### src/rtl/cubic_feeder.sv
// Feeds a Catmull-Rom cubic engine: streams four neighbouring pixels and {t, t^2, t^3}
// per output sample along one image line, and forwards the engine's result.
module cubic_feeder (
  input  logic        clk,
  input  logic        rst,
  input  logic        start,
  input  logic [13:0] base_addr,
  input  logic [8:0]  width,
  input  logic [15:0] start_pos,
  input  logic [15:0] step,
  input  logic [7:0]  count,
  output logic        mem_rd,
  output logic [13:0] mem_addr,
  input  logic [7:0]  mem_q,
  output logic [23:0] X_out,
  output logic [7:0]  P_out,
  output logic [2:0]  cycle_cnt,
  input  logic [7:0]  eng_out,
  output logic        res_valid,
  output logic [7:0]  res_data,
  output logic        busy,
  output logic        done
);

  typedef enum logic [1:0] {IDLE, RUN, FLUSH} state_t;

  state_t       state, next_state;
  logic [2:0]   phase;
  logic         flush_cnt;
  logic         first_grp;
  logic         zero_done;
  logic [13:0]  base_r;
  logic [8:0]   width_r;
  logic [15:0]  pos_r;
  logic [15:0]  step_r;
  logic [7:0]   remain;
  logic [23:0]  x_hold;

  logic         accept;
  logic [7:0]   t, t2, t3;
  logic signed [10:0] raw;
  logic [8:0]   wmax;
  logic [7:0]   idx;

  // A zero-length run still owes its done pulse, so starts are held off until it is out.
  assign accept = (state == IDLE) && start && !zero_done;

  always_ff @(posedge clk or negedge rst) begin
    if (!rst) state <= IDLE;
    else      state <= next_state;
  end

  always_comb begin
    next_state = state;
    case (state)
      IDLE:    if (accept && count != 8'd0) next_state = RUN;
      RUN:     if (phase == 3'd4 && remain == 8'd1) next_state = FLUSH;
      FLUSH:   if (flush_cnt) next_state = IDLE;
      default: next_state = IDLE;
    endcase
  end

  always_ff @(posedge clk or negedge rst) begin
    if (!rst) begin
      phase     <= 3'd0;
      flush_cnt <= 1'b0;
      first_grp <= 1'b0;
      zero_done <= 1'b0;
      base_r    <= 14'd0;
      width_r   <= 9'd0;
      pos_r     <= 16'd0;
      step_r    <= 16'd0;
      remain    <= 8'd0;
      x_hold    <= 24'd0;
    end else begin
      x_hold    <= X_out;
      zero_done <= 1'b0;
      if (accept) begin
        base_r    <= base_addr;
        width_r   <= width;
        pos_r     <= start_pos;
        step_r    <= step;
        remain    <= count;
        phase     <= 3'd0;
        first_grp <= 1'b1;
        zero_done <= (count == 8'd0);
      end else if (state == RUN) begin
        if (phase == 3'd4) begin
          phase     <= 3'd0;
          pos_r     <= pos_r + step_r;
          remain    <= remain - 8'd1;
          first_grp <= 1'b0;
        end else begin
          phase <= phase + 3'd1;
        end
      end else if (state == FLUSH) begin
        flush_cnt <= ~flush_cnt;
      end
    end
  end

  // Powers of the fraction, each rounded to nearest in Q0.8.
  always_comb begin
    t  = pos_r[7:0];
    t2 = 8'((({8'd0, t} * {8'd0, t}) + 16'd128) >> 8);
    t3 = 8'((({8'd0, t2} * {8'd0, t}) + 16'd128) >> 8);
  end

  // Neighbour index i-1+phase, clamped to the line with signed compare.
  always_comb begin
    raw  = $signed({3'b000, pos_r[15:8]}) + $signed({8'd0, phase}) - 11'sd1;
    wmax = width_r - 9'd1;
    if (raw < 11'sd0)
      idx = 8'd0;
    else if (raw > $signed({2'b00, wmax}))
      idx = wmax[7:0];
    else
      idx = raw[7:0];
  end

  always_comb begin
    cycle_cnt = 3'd7;
    mem_rd    = 1'b0;
    mem_addr  = 14'd0;
    X_out     = x_hold;
    res_valid = 1'b0;
    busy      = 1'b0;
    done      = zero_done;
    case (state)
      RUN: begin
        cycle_cnt = phase;
        busy      = 1'b1;
        if (phase != 3'd4) begin
          mem_rd   = 1'b1;
          mem_addr = base_r + {6'd0, idx};
        end
        if (phase == 3'd0) X_out = {t, t2, t3};
        if (phase == 3'd1 && !first_grp) res_valid = 1'b1;
      end
      FLUSH: begin
        if (!flush_cnt) begin
          cycle_cnt = 3'd0;
          X_out     = 24'd0;
          busy      = 1'b1;
        end else begin
          res_valid = 1'b1;
          done      = 1'b1;
        end
      end
      default: ;
    endcase
  end

  assign res_data = res_valid ? eng_out : 8'd0;
  assign P_out    = mem_q;

endmodule

### config.mk
export PLATFORM = sky130hd
export DESIGN_NAME = cubic_feeder
export DESIGN_NICKNAME = d
export VERILOG_FILES = /design/src/rtl/cubic_feeder.sv
export SDC_FILE = /design/constraint.sdc
export NUM_CORES = 1
export LEC_CHECK = 0
export BUFFER_PORTS_ARGS = -buffer_cell sky130_fd_sc_hd__buf_2
export CAP_MARGIN = 20
export CORE_MARGIN = 5
export CORE_UTILIZATION = 60
export CTS_BUF_LIST = sky130_fd_sc_hd__clkbuf_4 sky130_fd_sc_hd__clkbuf_8
export DETAILED_ROUTE_END_ITERATION = 10
export PLACE_DENSITY = 0.93
export SETUP_SLACK_MARGIN = 0.15
export SLEW_MARGIN = 15
export SYNTH_ARGS = -nofsm -noshare
export SYNTH_HDL_FRONTEND = slang
export SYNTH_SLANG_ARGS = --single-unit
### constraint.sdc
create_clock -name clk -period 14 [get_ports clk]
set_clock_uncertainty 0.1 [all_clocks]
set_input_delay 0.7 -clock clk [delete_from_list [all_inputs] [get_ports clk]]
set_output_delay 0.7 -clock clk [all_outputs]
set_load 0.005 [all_outputs]
# [After elaboration in Yosys (flattened, before gate mapping)]
# Index checks and enable logic that the tools add are counted.
[totals] register_bits=95 inputBits=82 output_inout_bits=61 word_cells=88
[classes] n_addsub=9 multipliers=2 order_cmp=2 n_eq_ne=9 mux=36 bitwise=3 n_reduce_logical=16
[ops] operator="$mux 16" n=3
[ops] operator="$mux 24" n=2
[ops] operator="$mux 8" n=6
[ops] operator="$pmux 24 s2" n=1
[ops] operator="$add 16x8->16 const B" n=2
[ops] operator="$mul 8x8->16" n=2
[ops] operator="$mux 14" n=2
[ops] operator="$add 16x16->16" n=1
[ops] operator="$add 14x8->14" n=1
[ops] operator="$mux 3" n=4
[ops] operator="$mux 1" n=11
[ops] operator="$gt 10x10->1" n=1
[ops] operator="$lt 10x1->1 const B" n=1
[ops] operator="$sub 9x1->10 const B" n=1
[ops] operator="$add 8x3->9" n=1
[ops] operator="$sub 9x1->9 const B" n=1
[ops] operator="$eq 8x1->1 const B" n=1
[ops] operator="$logic_not 8->1" n=1
[ops] operator="$reduce_bool 8->1" n=1
[ops] operator="$sub 8x1->8 const B" n=1
[ops] operator="$mux 2" n=3
[ops] operator="$pmux 2 s3" n=1
[ops] operator="$pmux 3 s2" n=1
[ops] operator="$reduce_and 3->1" n=2
[ops] operator="16 further kinds" n=26

# [Logic depth before layout (Yosys ltp)]
# Gate-level depths: netlist of the first run.
[depth] depth_word=8 depth_mapped=37 mapped_depth_nobuf=35

# [Least setup slack after synthesis of the first run]
# OpenSTA, ideal clock, no wires.
[synth_timing] kind="register to output" from="register pos_r[2]" to="output X_out[7]" t_arrival_ns=8.987 slack_ns=4.213 path_stages_with_launch=35 n_path_buf=2 cell_sequence="dfrtp_1 clkbuf_1 clkbuf_1 nand2_1 fa_1 inv_1 fa_1 fa_1 inv_1 fa_1 inv_1 ha_1 and3_2 a221oi_1 and2b_2 a311o_2 a21oi_4 xor2_2 nand2_1 fa_1 fa_1 inv_1 fa_1 inv_1 fa_1 inv_1 ha_1 and4b_1 a221oi_1 o21ai_0 a21oi_1 o2bb2ai_1 o21ai_0 xnor2_1 a22o_1"
[synth_via] elab_chain_len=6
[synth_rtl] element="from (decl)" line="34" rtl="logic [15:0] pos_r;"
[synth_rtl] element="from (signal assigned)" line="81" rtl="pos_r <= start_pos;"
[synth_rtl] element="from (signal assigned)" line="90" rtl="pos_r <= pos_r + step_r;"
[synth_rtl] element="$mul 8x8->16" line="105" rtl="t2 = 8'((({8'd0, t} * {8'd0, t}) + 16'd128) >> 8);"
[synth_rtl] element="$add 16x8->16" line="105"
[synth_rtl] element="$mul 8x8->16 *" line="106" rtl="t3 = 8'((({8'd0, t2} * {8'd0, t}) + 16'd128) >> 8);"
[synth_rtl] element="$add 16x8->16 *" line="106"
[synth_rtl] element="$mux 24 *" line="137" rtl="if (phase == 3'd0) X_out = {t, t2, t3};"
[synth_rtl] element="$pmux 24 s2 *" line="129" rtl="case (state)"
[synth_rtl] element="to (decl)" line="15" rtl="output logic [23:0] X_out,"
# Mark *: on every way between the ends. The rest lies on a longest branch, timed or not.

# [Final worst setup path of the first run]
# Same ends and word-level chain as after synthesis.

==> flow_metrics.env, run 1 <==
export IMPL_outcome="complete, no violations"
export IMPL_tightest_slew_ns=1.06
export IMPL_tns_ns=0
export IMPL_max_stage_delay_ns=0.83
export IMPL_grt_pass1_vias=7991
export IMPL_worstSetupStartpointType="flop"
export IMPL_post_cts_buffers=0
export IMPL_via_per_inst=5.66
export IMPL_yosys_area_top_type="dfrtp_1"
export IMPL_hold_ws_ns=0.176
export IMPL_cts_root_buffer="clkbuf_8"
export IMPL_syn_num_nets=1348
export IMPL_max_cap_violations=0
export IMPL_dp_hpwl_um=17700
export IMPL_r2r_setup_slack_ns=3.71
export IMPL_ctsResizeCount=0
export IMPL_rsz0062_at_grt="false"
export IMPL_end_kind="output pin"
export IMPL_io_pins=143
export IMPL_ys_seq_area_share_pct=25.4
export IMPL_rows=45
export IMPL_gr_usage_all_layers_pct=25.4
export IMPL_routed_wl_um=22900
export IMPL_place_gp_congestion=0.878
export IMPL_netlist_area_sq_um=9370
export IMPL_grt_pass1_wl_um=37700
export IMPL_grt_max_degree=58
export IMPL_dr_pass1_iters=6
export IMPL_die_w_um=135
export IMPL_min_period_over_period_pct=81.4
export IMPL_ys_flop_type="dfrtp_1"
export IMPL_cts_path_max_buffers=2
export IMPL_die_area_sq_um=18200
export IMPL_start_util_pct=61.4
export IMPL_cts_sinks=95
export IMPL_r2r_end="x_hold[7]$_DFF_PN0_"
export IMPL_num_vias=7889
export IMPL_drc=0
export IMPL_crit_path_top_delay_cell="dfrtp_1"
export IMPL_ant_nets=0
export IMPL_synth_seq_cells=95
export IMPL_antenna_found_initial=0
export IMPL_ys_warn_count=0
export IMPL_syn_avg_cell_area_sq_um=8.61
export IMPL_grt_overflow_total=0
export IMPL_wire_per_inst_um=16.4
export IMPL_hold_buffers=0
export IMPL_cpMostUsedCell="fa_1"
export IMPL_finalMaxSlewViolations=0
export IMPL_min_period_ns=11.40
export IMPL_nets=1438
export IMPL_path_buf_inv=7
export IMPL_worstSetupPathType="reg -> out"
export IMPL_yosysTopAreaCellShare_pct=25.4
export IMPL_final_setup_viol_count=0
export IMPL_slew_headroom_pct=29.4
export IMPL_synth_edf_count=0
export IMPL_io_buffer_count=126
export IMPL_synthToLayoutAreaGrowth_pct=9.79
export IMPL_layout_drive_gt1_share_pct=14.3
export IMPL_clk_pin_slew_ns=0.10
export IMPL_hold_viol=0
export IMPL_crit_path_max_fanout=22
export IMPL_fillers=1161
export IMPL_core_region_area_sq_um=15300
export IMPL_clock_latency_ns=0.39
export IMPL_ctsHtreeMaxLevel=3
export IMPL_numCtsBuffers=9
export IMPL_async_flop_share_pct=100
export IMPL_worstPathRequired_ns=13.20
export IMPL_rr_worst_depth=31
export IMPL_die_h_um=135
export IMPL_antennaDiodeCount=0
export IMPL_synth_area_leaders="dfrtp_1 25%, ha_1 16%, fa_1 12%"
export IMPL_ys_types=66
export IMPL_drt_iter0_markers=632
export IMPL_arrival_ns=10.60
export IMPL_hold_path_class="in -> async"
export IMPL_cts_tree="yes"
export IMPL_synth_cells=1088
export IMPL_critical_path_top_delay_family="adder cells"
export IMPL_reg2reg_from="pos_r[2]$_DFFE_PN0P_"
export IMPL_max_freq_mhz=87.8
[metal layers]
metal / part of all wire [%] / global-route usage (%)
met1: 41 / 33.0
met2: 50 / 42.0
met3: 5.1 / 3.58
met4: 3.7 / 12.1
met5: 0 / 0
[state kept, by name, indices dropped and copies added, names as in the netlist]
register / cells
x_hold: 24
pos_r: 16
step_r: 16
base_r: 14
width_r: 9
remain: 8
phase: 3
state: 2
first_grp: 1
flush_cnt: 1
zero_done: 1
[cell type report]
class                   count  area (sq um)  area share [%]
flip-flops and latches     95          2380            23.1
repair buffers            130           663            6.45
multi-input cells         826          6330            61.6
clock buffers              11           151            1.47
well taps                 211           264            2.57
clock inverters             5          61.3           0.596
inverters                 116           435            4.23
[synthesized netlist by cell type (12+ instances only)]
cell type,n
nand2_1,189
ha_1,121
inv_1,115
dfrtp_1,95
and2_1,72
nor2_1,66
fa_1,57
a21oi_1,47
xnor2_1,45
clkbuf_1,38
o21ai_0,37
a22o_1,22
xor2_1,17
a31oi_1,12
o21bai_1,12
[worst max path at each step]
stage,start,end,slack (ns),cells past startpoint
3_3_place_gp,pos_r[2]$_DFFE_PN0P_,X_out[7],3.65,32
2_1_floorplan,pos_r[2]$_DFFE_PN0P_,X_out[7],4.21,34
5_1_grt,pos_r[2]$_DFFE_PN0P_,X_out[7],2.03,32
6_report,pos_r[2]$_DFFE_PN0P_,X_out[7],2.60,32
4_1_cts,pos_r[2]$_DFFE_PN0P_,X_out[7],2.68,32
3_5_place_dp,pos_r[2]$_DFFE_PN0P_,X_out[7],3.17,32
[stage by stage]
stage          util [%]  worst slack, ns  instances  cell area, sq um
2_1_floorplan         -             4.21       1088              9370
3_3_place_gp       66.0             3.65       1378             10100
3_5_place_dp       66.0             3.17       1378             10100
4_1_cts            67.4             2.68       1394             10300
5_1_grt            67.4             2.03       1394             10300
6_report           67.4             2.60       1394             10300
[layout by cell type, fill, tap and decap left out, types with 6 or more instances in the layout]
cell type  netlist  final
nand2_1        189    189
buf_2            1    125
ha_1           121    121
inv_1          115    115
dfrtp_1         95     95
and2_1          72     72
nor2_1          66     65
fa_1            57     57
a21oi_1         47     47
xnor2_1         45     45
o21ai_0         37     37
a22o_1          22     22
xor2_1          17     17
o21bai_1        12     12
a31oi_1         12     12
a21o_1          11     11
clkbuf_8         0     11
nor2b_1         10     10
nand3_1         10     10
o21a_1           9      9
nor3_1           9      9
and3_1           7      7
or3_1            6      6
[cell families (layout without fill, tap and decap cells)]
group | Yosys count | after routing | synth area share, %
simple gates | 396 | 396 | 19.6
xor+xnor | 63 | 63 | 5.97
buf+inv | 167 | 262 | 7.11
mux | 2 | 2 | 0.227
compound gates | 187 | 187 | 13.3
flops | 95 | 95 | 25.4
fa+ha+maj | 178 | 178 | 28.3
Power of run 1 is not shown: default switching activity piles up to over one toggle a cycle in this logic, so the estimate is an artifact.
==> run 2: changes to the inputs <==
- clock period: 14 -> 10.5 ns (I/O delays scaled with it)
==> flow_metrics.env, run 2 (synthesized netlist as in run 1, its figures left out) <==
export IMPL_die_w_um=135
export IMPL_routed_wl_um=23800
export IMPL_min_period_over_period_pct=95.3
export IMPL_num_vias=8087
export IMPL_crit_path_end="X_out[7]"
export IMPL_antenna_found_initial=2
export IMPL_wire_per_inst_um=16.8
export IMPL_via_per_inst=5.72
export IMPL_multi_input_area_sq_um=6370
export IMPL_cts_tree="yes"
export IMPL_crit_path_top_delay_cell="fa_1"
export IMPL_clk_pin_slew_ns=0.09
export IMPL_die_area_sq_um=18200
export IMPL_io_pins=143
export IMPL_drc=0
export IMPL_place_gp_congestion=0.898
export IMPL_cts_path_max_buffers=2
export IMPL_fillers=1115
export IMPL_nets=1456
export IMPL_grt_overflow_total=0
export IMPL_layout_drive_gt1_share_pct=15.9
export IMPL_gr_usage_all_layers_pct=25.6
export IMPL_top_regs="x_hold: 24 flops, pos_r: 16 flops, step_r: 16 flops"
export IMPL_final_setup_viol_count=0
export IMPL_rsz0062_at_grt="false"
export IMPL_numCtsBuffers=9
export IMPL_clock_latency_ns=0.39
export IMPL_max_freq_mhz=99.9
export IMPL_hold_ws_ns=0.216
export IMPL_hold_viol=0
export IMPL_end_kind="output pin"
export IMPL_core_region_area_sq_um=15300
export IMPL_crit_path_max_fanout=21
export IMPL_die_h_um=135
export IMPL_grt_pass1_vias=8039
export IMPL_r2r_setup_slack_ns=1.42
export IMPL_fin_cells=1414
export IMPL_outcome="complete, no violations"
export IMPL_max_stage_delay_ns=0.54
export IMPL_io_buffer_count=126
export IMPL_finalMaxSlewViolations=0
export IMPL_r2r_end="x_hold[7]$_DFF_PN0_"
export IMPL_crit_start="pos_r[2]$_DFFE_PN0P_"
export IMPL_tightest_slew_ns=1.02
export IMPL_worstPathRequired_ns=9.88
export IMPL_reg2reg_from="pos_r[2]$_DFFE_PN0P_"
export IMPL_cpMostUsedCell="fa_1"
export IMPL_worstSetupStartpointType="flop"
export IMPL_ant_nets=0
export IMPL_hold_path_class="in -> reg"
export IMPL_synthToLayoutAreaGrowth_pct=11.7
export IMPL_final_cell_mix="188 x nand2_1, 125 x buf_2, 121 x ha_1, 115 x inv_1, 94 x dfrtp_1"
export IMPL_largest_register_ffs=24
export IMPL_grt_max_degree=73
export IMPL_ctsHtreeMaxLevel=3
export IMPL_tns_ns=0
export IMPL_rr_worst_depth=33
export IMPL_grt_pass1_wl_um=37800
export IMPL_cts_sinks=95
export IMPL_worstSetupPathType="reg -> out"
export IMPL_dp_cells=1391
export IMPL_drt_iter0_markers=649
export IMPL_min_period_ns=10.01
export IMPL_dp_hpwl_um=17800
export IMPL_min_from="base_addr[9]"
export IMPL_rows=45
export IMPL_seqCellArea_sq_um=2380
export IMPL_largest_register="x_hold"
export IMPL_arrival_ns=9.39
export IMPL_slew_headroom_pct=31.5
export IMPL_cts_root_buffer="clkbuf_8"
export IMPL_start_util_pct=61.4
export IMPL_max_cap_violations=0
export IMPL_dr_pass1_iters=5
export IMPL_final_common_cell="nand2_1"
==> run 2: cell types whose count changed in the layout (fill, tap and decap cells not counted), sizes merged <==
cell,before,now
inv,119,116
diode,0,2
clkbuf,11,13
clkinvlp,0,1
buf,130,147
dlygate4sd3,0,1
==> run 2: worst max-delay path, delay by kind of cell, from the launching register on <==
family | cells | cell delay [ns]
AND/OR/NAND/NOR | 5 | 1.03
adder cells (fa/ha/maj) | 9 | 4.02
buffers and inverters | 7 | 0.64
XOR/XNOR | 2 | 0.37
AO/OA/AOI/OAI | 11 | 2.58
flip-flops | 1 | 0.35
==> run 2: stage by stage <==
stage | util (%) | area [sq um] | worst slack [ns]
detailed placement | 66.7 | 10200 | 0.459
global placement | 66.7 | 10200 | 0.743
CTS | 68.1 | 10400 | 0.213
floorplan | - | 9370 | 0.888
global route | 68.6 | 10500 | 0.145
finish | 68.6 | 10500 | 0.489
==> run 2: cell type report <==
type / count / share of cell area (%)
flip-flops and latches: 95 / 22.7
inverters: 116 / 4.16
repair buffers: 148 / 7.65
well taps: 211 / 2.52
clock buffers: 13 / 1.53
multi-input cells: 826 / 60.9
clock inverters: 3 / 0.407
diodes: 2 / 0.0478
==> run 2: timing repair <==
action,CTS,global route
endpoints found under the setup margin,3,5
endpoints found under the hold margin,23,0
resized for setup,2,6
gates cloned,0,0
pin swaps,0,2
setup buffers,0,4
hold buffers,1,0
==> run 2: worst min-delay path by stage <==
stage | to | slack (ns) | depth (start not counted)
after floorplan | base_r[0]$_DFFE_PN0P_ | 0.13 | 0
after global placement | x_hold[5]$_DFF_PN0_ | 0.35 | 1
after detailed placement | x_hold[5]$_DFF_PN0_ | 0.35 | 1
after CTS | base_r[9]$_DFFE_PN0P_ | 0.21 | 3
after global routing | base_r[6]$_DFFE_PN0P_ | 0.23 | 3
final | base_r[9]$_DFFE_PN0P_ | 0.22 | 3
==> run 2: metal layers <==
layer,up-vias,global-route usage [%],part of all wire (%)
li1,3791,-,-
met3,64,4.32,6.9
met5,-,0,0
met2,328,44.1,50
met4,0,9.91,3.0
met1,3904,32.2,40
Power of run 2 is left out for the same reason.
==> run 3: changes to the inputs <==
- SKIP_LAST_GASP: unset -> 1
- clock period: 10.5 -> 12.4 ns (I/O delays scaled with it)
==> flow_metrics.env, run 3 (synthesized netlist as in run 1, its figures left out) <==
export IMPL_outcome="complete, no violations"
export IMPL_fin_cells=1395
export IMPL_utilization_pct=67.4
export IMPL_fillers=1157
export IMPL_end_kind="output pin"
export IMPL_grt_overflow_total=0
export IMPL_drt_iter0_markers=539
export IMPL_antenna_found_initial=1
export IMPL_largest_register="x_hold"
export IMPL_r2r_end="x_hold[7]$_DFF_PN0_"
export IMPL_die_w_um=135
export IMPL_post_cts_buffers=0
export IMPL_crit_start="pos_r[2]$_DFFE_PN0P_"
export IMPL_grt_pass1_vias=8008
export IMPL_io_buffer_count=126
export IMPL_hold_path_class="in -> async"
export IMPL_crit_path_top_delay_cell="dfrtp_1"
export IMPL_ctsResizeCount=0
export IMPL_top_regs="x_hold: 24 flops, pos_r: 16 flops, step_r: 16 flops"
export IMPL_rows=45
export IMPL_r2r_setup_slack_ns=2.13
export IMPL_final_common_cell="nand2_1"
export IMPL_gr_usage_all_layers_pct=25.4
export IMPL_tightest_slew_ns=1.08
export IMPL_nets=1438
export IMPL_final_cell_mix="189 x nand2_1, 125 x buf_2, 121 x ha_1, 115 x inv_1, 95 x dfrtp_1"
export IMPL_grt_max_degree=58
export IMPL_tns_ns=0
export IMPL_clock_latency_ns=0.39
export IMPL_cts_tree="yes"
export IMPL_numCtsBuffers=9
export IMPL_rr_worst_depth=31
export IMPL_cts_root_buffer="clkbuf_8"
export IMPL_cts_sinks=95
export IMPL_worstSetupPathType="reg -> out"
export IMPL_final_setup_viol_count=0
export IMPL_min_period_over_period_pct=91.1
export IMPL_cpMostUsedCell="fa_1"
export IMPL_max_cap_violations=0
export IMPL_core_region_area_sq_um=15300
export IMPL_hold_viol=0
export IMPL_max_stage_delay_ns=0.81
export IMPL_cts_path_max_buffers=2
export IMPL_synthToLayoutAreaGrowth_pct=9.74
export IMPL_finalMaxSlewViolations=0
export IMPL_via_per_inst=5.69
export IMPL_min_period_ns=11.29
export IMPL_rsz0062_at_grt="false"
export IMPL_dr_pass1_iters=5
export IMPL_crit_path_max_fanout=22
export IMPL_ant_nets=0
export IMPL_io_pins=143
export IMPL_wire_per_inst_um=16.3
export IMPL_max_freq_mhz=88.5
export IMPL_hold_ws_ns=0.0928
export IMPL_layout_drive_gt1_share_pct=14.3
export IMPL_reg2reg_from="pos_r[2]$_DFFE_PN0P_"
export IMPL_place_gp_congestion=0.878
export IMPL_num_vias=7932
export IMPL_dp_hpwl_um=17700
export IMPL_drc=0
export IMPL_die_area_sq_um=18200
export IMPL_arrival_ns=10.57
export IMPL_hold_buffers=0
export IMPL_worstPathRequired_ns=11.68
export IMPL_routed_wl_um=22700
export IMPL_dp_cells=1378
export IMPL_largest_register_ffs=24
export IMPL_worstSetupStartpointType="flop"
export IMPL_die_h_um=135
export IMPL_ctsHtreeMaxLevel=3
export IMPL_grt_pass1_wl_um=37800
export IMPL_clk_pin_slew_ns=0.09
export IMPL_slew_headroom_pct=27.5
export IMPL_start_util_pct=61.4
-- run 3: worst max-delay path, delay by kind of cell (launching register included) --
| family | cells | cell delay (ns) |
|---|---|---|
| compound gates | 8 | 2.50 |
| xor+xnor | 2 | 0.67 |
| fa+ha+maj | 10 | 4.62 |
| buf+inv | 7 | 0.48 |
| flops | 1 | 0.81 |
| simple gates | 5 | 1.06 |
-- run 3: how the worst max path moves through the flow --
stage,to,slack [ns],depth (start not counted)
floorplan,X_out[7],2.69,34
global placement,X_out[7],2.13,32
detailed placement,X_out[7],1.64,32
CTS,X_out[7],1.14,32
global route,X_out[7],0.56,32
finish,X_out[7],1.11,32
-- run 3: through the flow --
step           setup slack (ns)  area [sq um]
6_report                   1.11         10300
5_1_grt                   0.558         10300
4_1_cts                    1.14         10300
3_5_place_dp               1.64         10100
3_3_place_gp               2.13         10100
2_1_floorplan              2.69          9370
-- run 3: per-layer routing --
| metal | wire length, um | GRT usage (%) | vias to the layer above | part of all wire [%] |
|---|---|---|---|---|
| met5 | 0 | 0 | - | 0 |
| li1 | - | - | 3750 | - |
| met1 | 9410 | 33.3 | 3838 | 41 |
| met2 | 11300 | 41.9 | 275 | 50 |
| met4 | 844 | 11.2 | 0 | 3.7 |
| met3 | 1200 | 3.91 | 69 | 5.3 |
-- run 3: cell type report --
| cell class | count | area [sq um] | share of cell area [%] |
|---|---|---|---|
| flip-flops and latches | 95 | 2380 | 23.1 |
| inverters | 116 | 435 | 4.24 |
| clock inverters | 6 | 67.6 | 0.657 |
| diodes | 1 | 2.50 | 0.0243 |
| clock buffers | 10 | 138 | 1.34 |
| repair buffers | 130 | 663 | 6.45 |
| well taps | 211 | 264 | 2.57 |
| multi-input cells | 826 | 6330 | 61.6 |
Power of run 3 is left out for the same reason.
